===== src/rtl/pipe_muldiv_ctrl.sv =====
// pipe_muldiv_ctrl
//   Iterative multiply/divide sequencer owning the HI/LO register pair.
//   Accepts mult/multu/div/divu from EX, runs 32 shift-add or restoring
//   divide iterations, then a sign-fix/commit cycle. Stalls ID while a
//   dependent HI/LO reader or another mult/div/mthi/mtlo is waiting.
// Ports:
//   clk, clrn            clock, synchronous active-high reset
//   estart, eop, ea, eb  EX mult/div request (eop: 00 mult, 01 multu,
//                        10 div, 11 divu), operands rs/rt
//   emthi, emtlo, ewdata EX mthi/mtlo write
//   dmfhi, dmflo, dmuldiv ID-stage hazard inputs
//   busy, stall, done    sequencer status
//   hi, lo               HI/LO registers
module pipe_muldiv_ctrl (
    input  logic        clk,
    input  logic        clrn,
    input  logic        estart,
    input  logic [1:0]  eop,
    input  logic [31:0] ea,
    input  logic [31:0] eb,
    input  logic        emthi,
    input  logic        emtlo,
    input  logic [31:0] ewdata,
    input  logic        dmfhi,
    input  logic        dmflo,
    input  logic        dmuldiv,
    output logic        busy,
    output logic        stall,
    output logic        done,
    output logic [31:0] hi,
    output logic [31:0] lo
);

    typedef enum logic [1:0] {IDLE, RUN, FIX} state_t;

    state_t      state, state_nx;
    logic [4:0]  cnt;
    logic [63:0] acc;
    logic [31:0] ma;       // |multiplicand|
    logic [31:0] mb;       // |multiplier| (shifted) or |divisor|
    logic [31:0] araw;     // raw rs, returned in HI on divide-by-zero
    logic        isdiv;
    logic        sgn_q;    // product / quotient sign
    logic        sgn_r;    // remainder sign

    logic        op_signed;
    logic [31:0] abs_a, abs_b;
    logic [32:0] msum;
    logic [63:0] acc_mul, acc_div, prod;
    logic        div_ge;
    logic [31:0] quo, rem;

    always_comb begin
        state_nx = state;
        case (state)
            IDLE:    if (estart) state_nx = RUN;
            RUN:     if (cnt == 5'd31) state_nx = FIX;
            FIX:     state_nx = IDLE;
            default: state_nx = IDLE;
        endcase
    end

    assign busy  = (state != IDLE);
    assign stall = busy & (dmfhi | dmflo | dmuldiv);

    always_comb begin
        op_signed = ~eop[0];
        abs_a     = (op_signed && ea[31]) ? -ea : ea;
        abs_b     = (op_signed && eb[31]) ? -eb : eb;

        // Shift-add: add into the upper 33 bits, then shift the pair right.
        msum      = {1'b0, acc[63:32]} + (mb[0] ? {1'b0, ma} : 33'd0);
        acc_mul   = {msum, acc[31:1]};

        // Restoring divide: the shifted remainder is acc[63:31] (33 bits).
        // Subtracting in the full 64-bit pair is exact because the kept
        // result is always below 2^64.
        div_ge    = (acc[63:31] >= {1'b0, mb});
        acc_div   = div_ge ? ({acc[62:0], 1'b1} - {mb, 32'd0})
                           : {acc[62:0], 1'b0};

        prod      = sgn_q ? -acc : acc;
        quo       = sgn_q ? -acc[31:0] : acc[31:0];
        rem       = sgn_r ? -acc[63:32] : acc[63:32];
    end

    always_ff @(posedge clk) begin
        if (clrn) begin
            state <= IDLE;
            cnt   <= '0;
            acc   <= '0;
            ma    <= '0;
            mb    <= '0;
            araw  <= '0;
            isdiv <= 1'b0;
            sgn_q <= 1'b0;
            sgn_r <= 1'b0;
            done  <= 1'b0;
            hi    <= '0;
            lo    <= '0;
        end else begin
            state <= state_nx;
            done  <= 1'b0;
            case (state)
                IDLE: begin
                    if (estart) begin
                        isdiv <= eop[1];
                        ma    <= abs_a;
                        mb    <= abs_b;
                        araw  <= ea;
                        sgn_q <= op_signed & (ea[31] ^ eb[31]);
                        sgn_r <= op_signed & ea[31];
                        // Dividend sits in the quotient half so the left
                        // shifts feed it into the remainder bit by bit.
                        acc   <= eop[1] ? {32'd0, abs_a} : 64'd0;
                        cnt   <= '0;
                    end else begin
                        if (emthi) hi <= ewdata;
                        if (emtlo) lo <= ewdata;
                    end
                end
                RUN: begin
                    cnt <= cnt + 5'd1;
                    if (isdiv) begin
                        acc <= acc_div;
                    end else begin
                        acc <= acc_mul;
                        mb  <= mb >> 1;
                    end
                end
                FIX: begin
                    done <= 1'b1;
                    if (isdiv) begin
                        if (mb == 32'd0) begin
                            hi <= araw;
                            lo <= '1;
                        end else begin
                            hi <= rem;
                            lo <= quo;
                        end
                    end else begin
                        {hi, lo} <= prod;
                    end
                end
                default: ;
            endcase
        end
    end

endmodule


===== config.mk =====
export PLATFORM = sky130hd
export DESIGN_NAME = pipe_muldiv_ctrl
export DESIGN_NICKNAME = d
export VERILOG_FILES = /design/src/rtl/pipe_muldiv_ctrl.sv
export SDC_FILE = /design/constraint.sdc
export NUM_CORES = 1
export LEC_CHECK = 0
export CORE_MARGIN = 8
export CORE_UTILIZATION = 59
export DETAILED_ROUTE_END_ITERATION = 16
export GPL_TIMING_DRIVEN = 1
export PLACE_DENSITY = 0.82
export SLEW_MARGIN = 40
export SYNTH_ARGS = -nofsm -noshare
export SYNTH_HDL_FRONTEND = slang
export SYNTH_SLANG_ARGS = --single-unit

===== constraint.sdc =====
create_clock -name clk -period 4.2 [get_ports clk]
set_clock_uncertainty 0.2 [all_clocks]
set_input_delay 0.84 -clock clk [delete_from_list [all_inputs] [get_ports clk]]
set_output_delay 0.84 -clock clk [all_outputs]
set_load 0.02 [all_outputs]

==> flow_metrics.tcl, run 1 <==
set metrics [dict create \
    status "completed" \
    nets 2651 \
    relSlewSlack 0.4336 \
    tightest_slew_ns 0.8496 \
    final_area_um2 20450 \
    clock-root-buffer "clkbuf_16" \
    synth.distinct_cells 70 \
    dr_wl_met2_mm 29.09 \
    postSynthAreaPerCell_um2 7.255 \
    drc 0 \
    yosysSeqAreaShare 0.2697 \
    rows 63 \
    worst-r2r-setup-slack_ns 0.23 \
    path_clk_slew_ns 0.06 \
    antenna_found_initial 1 \
    synth_edf_count 0 \
    hold_buffers 0 \
    cts_tree "yes" \
    final_max_slew_viol_count 0 \
    power_mw 7.404 \
    layout_common_cells "287 x nand2_1, 276 x a21oi_1, 233 x dfxtp_1" \
    post_cts_buffers 0 \
    timing.fmax_mhz 252.0 \
    whs_path_depth 2 \
    yosys.area.top_type "dfxtp_1" \
    io_buffers 172 \
    layout-drive-gt1-share 0.06413 \
    wl_mm 67.38 \
    ctsResizeCount 0 \
    async_flop_share 0 \
    fin_crit_sh 0.9449 \
    cp_max_fo 15 \
    start_kind "flip-flop" \
    yosysWarningCount 0 \
    setup_viol 0 \
    cts.sinks 234 \
    final_common_cell "nand2_1" \
    ff2ff_path_depth 12 \
    die_h_um 187.6 \
    cts_inserted_buffers 28 \
    hold_path_class "reg2reg" \
    final_hold_viol_count 0 \
    die_w_um 187.6 \
    grt_max_degree 110 \
    netlist_area_um2 17370 \
    area_delta_synth_final_pct 17.77 \
    met3_length_mm 8.116 \
    dpl_cell_area_um2 19420 \
    drt-pass1-iter-count 6 \
    core_um2 29320 \
    synth.top_cells.by_area "dfxtp_1 27%, a21oi_1 8.0%, nand2_1 6.2%" \
    required_ns 4.48 \
    crit_chain "ha_1, inv_1, fa_1, a21o_1, a221oi_1, o221ai_1, o211ai_1, o2111ai_1, a311oi_1, xnor2_1, a211oi_1, nor3_1" \
    maxCapViolCount 0 \
    m1WireLength_mm 27.68 \
    ys.flop_type "dfxtp_1" \
    initial_core_util 0.5923 \
    ir_worst_vdd_mv 0.3217 \
    crit_type "reg2reg" \
    p_leak_nw 8.016 \
    grt_pass1_vias 17410 \
    nFillCells 2502 \
    grt_overflow 0 \
    ys_ff_latch 234 \
    cellPowerDensity_nw_per_um2 362.0 \
    cp_slowest_cell "dfxtp_1" \
    dieArea_um2 35180 \
    cp-end-kind "flip-flop" \
    ant_nets 0 \
    gp_congestion 1.006 \
    postSynthCellCount 2394 \
    h-tree-depth 1 \
    pin_count 173 \
    syn_nets 2572 \
    min_period_ns 3.969 \
    routed.top_layer "met5" \
    viasPerCell 6.619 \
    synthDominantCellAreaShare 0.2697 \
    grt_pass1_wl_mm 102.5 \
    dpl.hpwl_mm 51.74 \
    wire_per_inst_um 23.33 \
    clkLatencyLatePin_ns 0.57 \
    slowest_delay_ns 0.56 \
    drtIter0Drc 2917 \
    rsz0062_at_grt "no" \
    grt_use_total 0.3626 \
    arrival_ns 4.24 \
    tns_ns 0 \
    vias 19120 \
    clock_tree.buffer_depth 3 \
]
[report_power, final]
part           internal (mW)  switching [mW]
Clock                   1.57            1.07
Sequential              2.37           0.215
Combinational          0.844            1.33
[Yosys cell counts, drive strengths merged (27+ instances only)]
| master | count |
|---|---|
| nand2 | 288 |
| nor2 | 228 |
| nor3 | 84 |
| and2 | 43 |
| nand3 | 32 |
| dfxtp | 234 |
| xnor2 | 105 |
| mux2i | 45 |
| ha | 70 |
| a21oi | 276 |
| nor4 | 27 |
| or3 | 32 |
| a21o | 31 |
| o21ai | 146 |
| inv | 77 |
| o211ai | 39 |
| o221ai | 28 |
| xor2 | 88 |
| clkbuf | 170 |
| a211oi | 47 |
[through the flow]
step / setup slack (ns) / hold slack, ns / util / instances
floorplan: 0.8308 / 0.2317 / - / 2394
global placement: 0.2419 / 0.2307 / 0.6616 / 2832
detailed placement: 0.1591 / 0.2428 / 0.6624 / 2833
CTS: 0.3332 / 0.2510 / 0.6969 / 2885
global route: 0.09120 / 0.2678 / 0.6973 / 2885
finish: 0.2315 / 0.2484 / 0.6976 / 2888
[cell type report]
class                           count  area (um^2)  share of cell area
Inverter                           77        289.0             0.01413
Timing Repair Buffer              241         2265              0.1107
Clock buffer                       35        777.0             0.03799
Clock inverter                     17        235.2             0.01150
Multi-Input combinational cell   1891        11710              0.5722
Antenna cell                        3        7.507           0.0003670
Sequential cell                   234         4688              0.2292
Tap cell                          390        488.0             0.02386
[final timing paths]
path,endpoint,start
max,acc[62],mb[0]
min,hi[21],hi[21]
max reg2reg,acc[62],mb[0]
min reg2reg,hi[21],hi[21]
[cell families (layout without fill, tap and decap cells)]
kind of cell / Yosys count / in the layout / synth area share
fa+ha+maj: 72 / 72 / 0.05273
compound gates: 743 / 743 / 0.2709
other cells: 0 / 3 / 0
simple gates: 835 / 835 / 0.2221
xor+xnor: 193 / 193 / 0.09733
mux: 48 / 48 / 0.02788
buf+inv: 269 / 370 / 0.05936
flops: 234 / 234 / 0.2697
[metal layers]
layer,global-route usage,vias to the layer above
li1,-,8733
met1,0.5119,9020
met2,0.5428,1197
met3,0.07244,165
met4,0.1236,2
met5,0,-
[critical path, delay by kind of cell, from the launching register on]
family / cells / cell delay [ns]
AO/OA/AOI/OAI: 7 / 2.03
XOR/XNOR: 1 / 0.16
adder cells (fa/ha/maj): 2 / 0.67
buffers and inverters: 1 / 0.06
flip-flops: 1 / 0.56
AND/OR/NAND/NOR: 1 / 0.21
[state kept, by name, summed over array words and instances (netlist names)]
name,count
acc,64
araw,31
cnt,5
done,1
hi,32
isdiv,1
lo,32
ma,32
mb,32
sgn_q,1
sgn_r,1
state,2
Power figures use the tool's default switching activity.
==> run 2, diff against run 1 <==
--- a/config.mk
+++ b/config.mk
@@ -5,6 +5,7 @@
 export SDC_FILE = /design/constraint.sdc
 export NUM_CORES = 1
 export LEC_CHECK = 0
+export CORE_ASPECT_RATIO = 0.6
 export CORE_MARGIN = 8
 export CORE_UTILIZATION = 59
 export DETAILED_ROUTE_END_ITERATION = 16
==> run 2 against run 1 <==
Power shrank 2.7%; die area grew 0.52%; critical endpoint is now acc[57]; largest power group is now registers; core utilization grew 1.2 points; sequential share of layout area is essentially flat; global-route usage grew 2.5 points; maximum frequency grew 0.27%; final cell count is the same; clock power shrank 14%; via count grew 4.3%; worst hold slack gained 0.0054 ns; flip-flop and latch count is the same; combinational power grew 8%.
==> flow_metrics.tcl, run 2 (same netlist as run 1, synthesis figures left out) <==
set metrics [dict create \
    status "completed" \
    routed.top_layer "met5" \
    final_hold_viol_count 0 \
    nets 2674 \
    cellPowerDensity_nw_per_um2 352.5 \
    vias 19940 \
    regMostFlops "acc" \
    setup_viol 0 \
    ant_nets 0 \
    rows 48 \
    die_w_um 237.5 \
    clkLatencyLatePin_ns 0.55 \
    layout-drive-gt1-share 0.06927 \
    arrival_ns 4.17 \
    gp_congestion 1.045 \
    cp-startpoint "mb[0]" \
    cp_slowest_cell "o31ai_1" \
    crit_type "reg2reg" \
    ir_worst_vdd_mv 0.2926 \
    r2r-start "mb[0]" \
    nFillCells 2385 \
    cp-end-kind "flip-flop" \
    dr_wl_met2_mm 26.76 \
    clock-root-buffer "clkbuf_16" \
    relSlewSlack 0.4095 \
    cts.sinks 234 \
    grt_pass1_wl_mm 107.2 \
    hold_buffers 0 \
    p_leak_nw 8.061 \
    drtIter0Drc 3274 \
    m1WireLength_mm 30.47 \
    drc 0 \
    crit_chain "buf_12, and2_1, ha_1, inv_1, fa_1, nor2b_1, o31ai_1, nand4_1, a311o_1, buf_4, a31oi_1, o21ai_0, a21oi_1, xor2_1, o211ai_1" \
    timing.hold.ws_ns 0.2538 \
    multi_input_area_um2 11700 \
    layout_common_cells "287 x nand2_1, 276 x a21oi_1, 233 x dfxtp_1" \
    rsz0062_at_grt "no" \
    tns_ns 0 \
    hold_path_class "reg2reg" \
    min_period_ns 3.958 \
    wl_mm 73.35 \
    fin_ws_ns 0.2422 \
    tightest_slew_ns 0.8826 \
    die_h_um 148.9 \
    timing.fmax_mhz 252.7 \
    final_max_slew_viol_count 0 \
    path_clk_slew_ns 0.06 \
    initial_core_util 0.6025 \
    dieArea_um2 35360 \
    dpl.hpwl_mm 56.74 \
    seq_area_um2 4686 \
    largest_reg_flops 64 \
    wire_per_inst_um 25.40 \
    met3_length_mm 14.06 \
    area_delta_synth_final_pct 17.73 \
    required_ns 4.42 \
    antenna_found_initial 6 \
    grt_pass1_vias 17520 \
    cts_tree "yes" \
    drt-pass1-iter-count 8 \
    core_um2 28830 \
    final_common_cell "nand2_1" \
    grt_use_total 0.3872 \
    start_kind "flip-flop" \
    pre_cts_ws_ns 0.0007421 \
    cp_max_fo 34 \
    fin_crit_sh 0.9423 \
    post_cts_buffers 0 \
    clock_tree.buffer_depth 3 \
    finalCoreUtilization 0.7093 \
    grt_max_degree 104 \
    viasPerCell 6.905 \
    worstHoldStart "hi[21]" \
    cts_inserted_buffers 24 \
    ctsResizeCount 0 \
    grt_overflow 0 \
    slowest_delay_ns 0.45 \
    h-tree-depth 1 \
    pin_count 173 \
    io_buffers 172 \
    maxCapViolCount 0 \
]
## run 2: cell types whose count changed in the layout (fill, tap and decap cells not counted), sizes merged, moves of 2 or more
| cell | before | now |
|---|---|---|
| clkbuf | 35 | 33 |
| buf | 70 | 97 |
| inv | 79 | 77 |
| clkinv | 7 | 4 |
| diode | 3 | 1 |
| bufinv | 4 | 2 |
## run 2: critical path: cells and delay by family (launching register included)
kind,cells,cell delay (ns)
adders and majority gates,2,0.43
and+or+nand+nor,3,0.49
xor gates and xnor gates,1,0.16
AOI/OAI and AO/OA,6,1.76
buffers and inverters,3,0.44
DFF,1,0.34
## run 2: metal layers
metal  GRT usage  vias up
met5           0        -
met4     0.08621       12
met3      0.2013      170
met2      0.4932     1605
met1      0.5578     9375
li1            -     8781
## run 2: final cells by class
type	instances	share of cell area
tap	375	0.02295
clock buffer	33	0.03402
multi-input combinational	1891	0.5723
antenna	1	0.0001224
timing repair buffer	268	0.1221
clock inverter	9	0.005201
sequential	234	0.2292
inverter	77	0.01414
## run 2: power breakdown
group | total (mW) | internal (mW) | switching [mW] | leakage (nW)
clock | 2.28 | 1.28 | 1.00 | 0.386
combinational | 2.34 | 0.891 | 1.45 | 5.76
sequential | 2.59 | 2.37 | 0.215 | 1.92
## run 2: worst paths after layout
path	end	slack (ns)	depth (start not counted)
max	acc[57]	0.24	15
min	hi[21]	0.25	2
max reg2reg	acc[57]	0.24	15
min reg2reg	hi[21]	0.25	2
## run 2: through the flow
step                total power, mW  instance area [um^2]  instances
finish                        7.208                 20450       2888
global route                  7.400                 20450       2888
CTS                           7.056                 20440       2887
detailed placement            4.825                 19640       2845
global placement              4.769                 19600       2843
floorplan                     3.951                 17370       2394
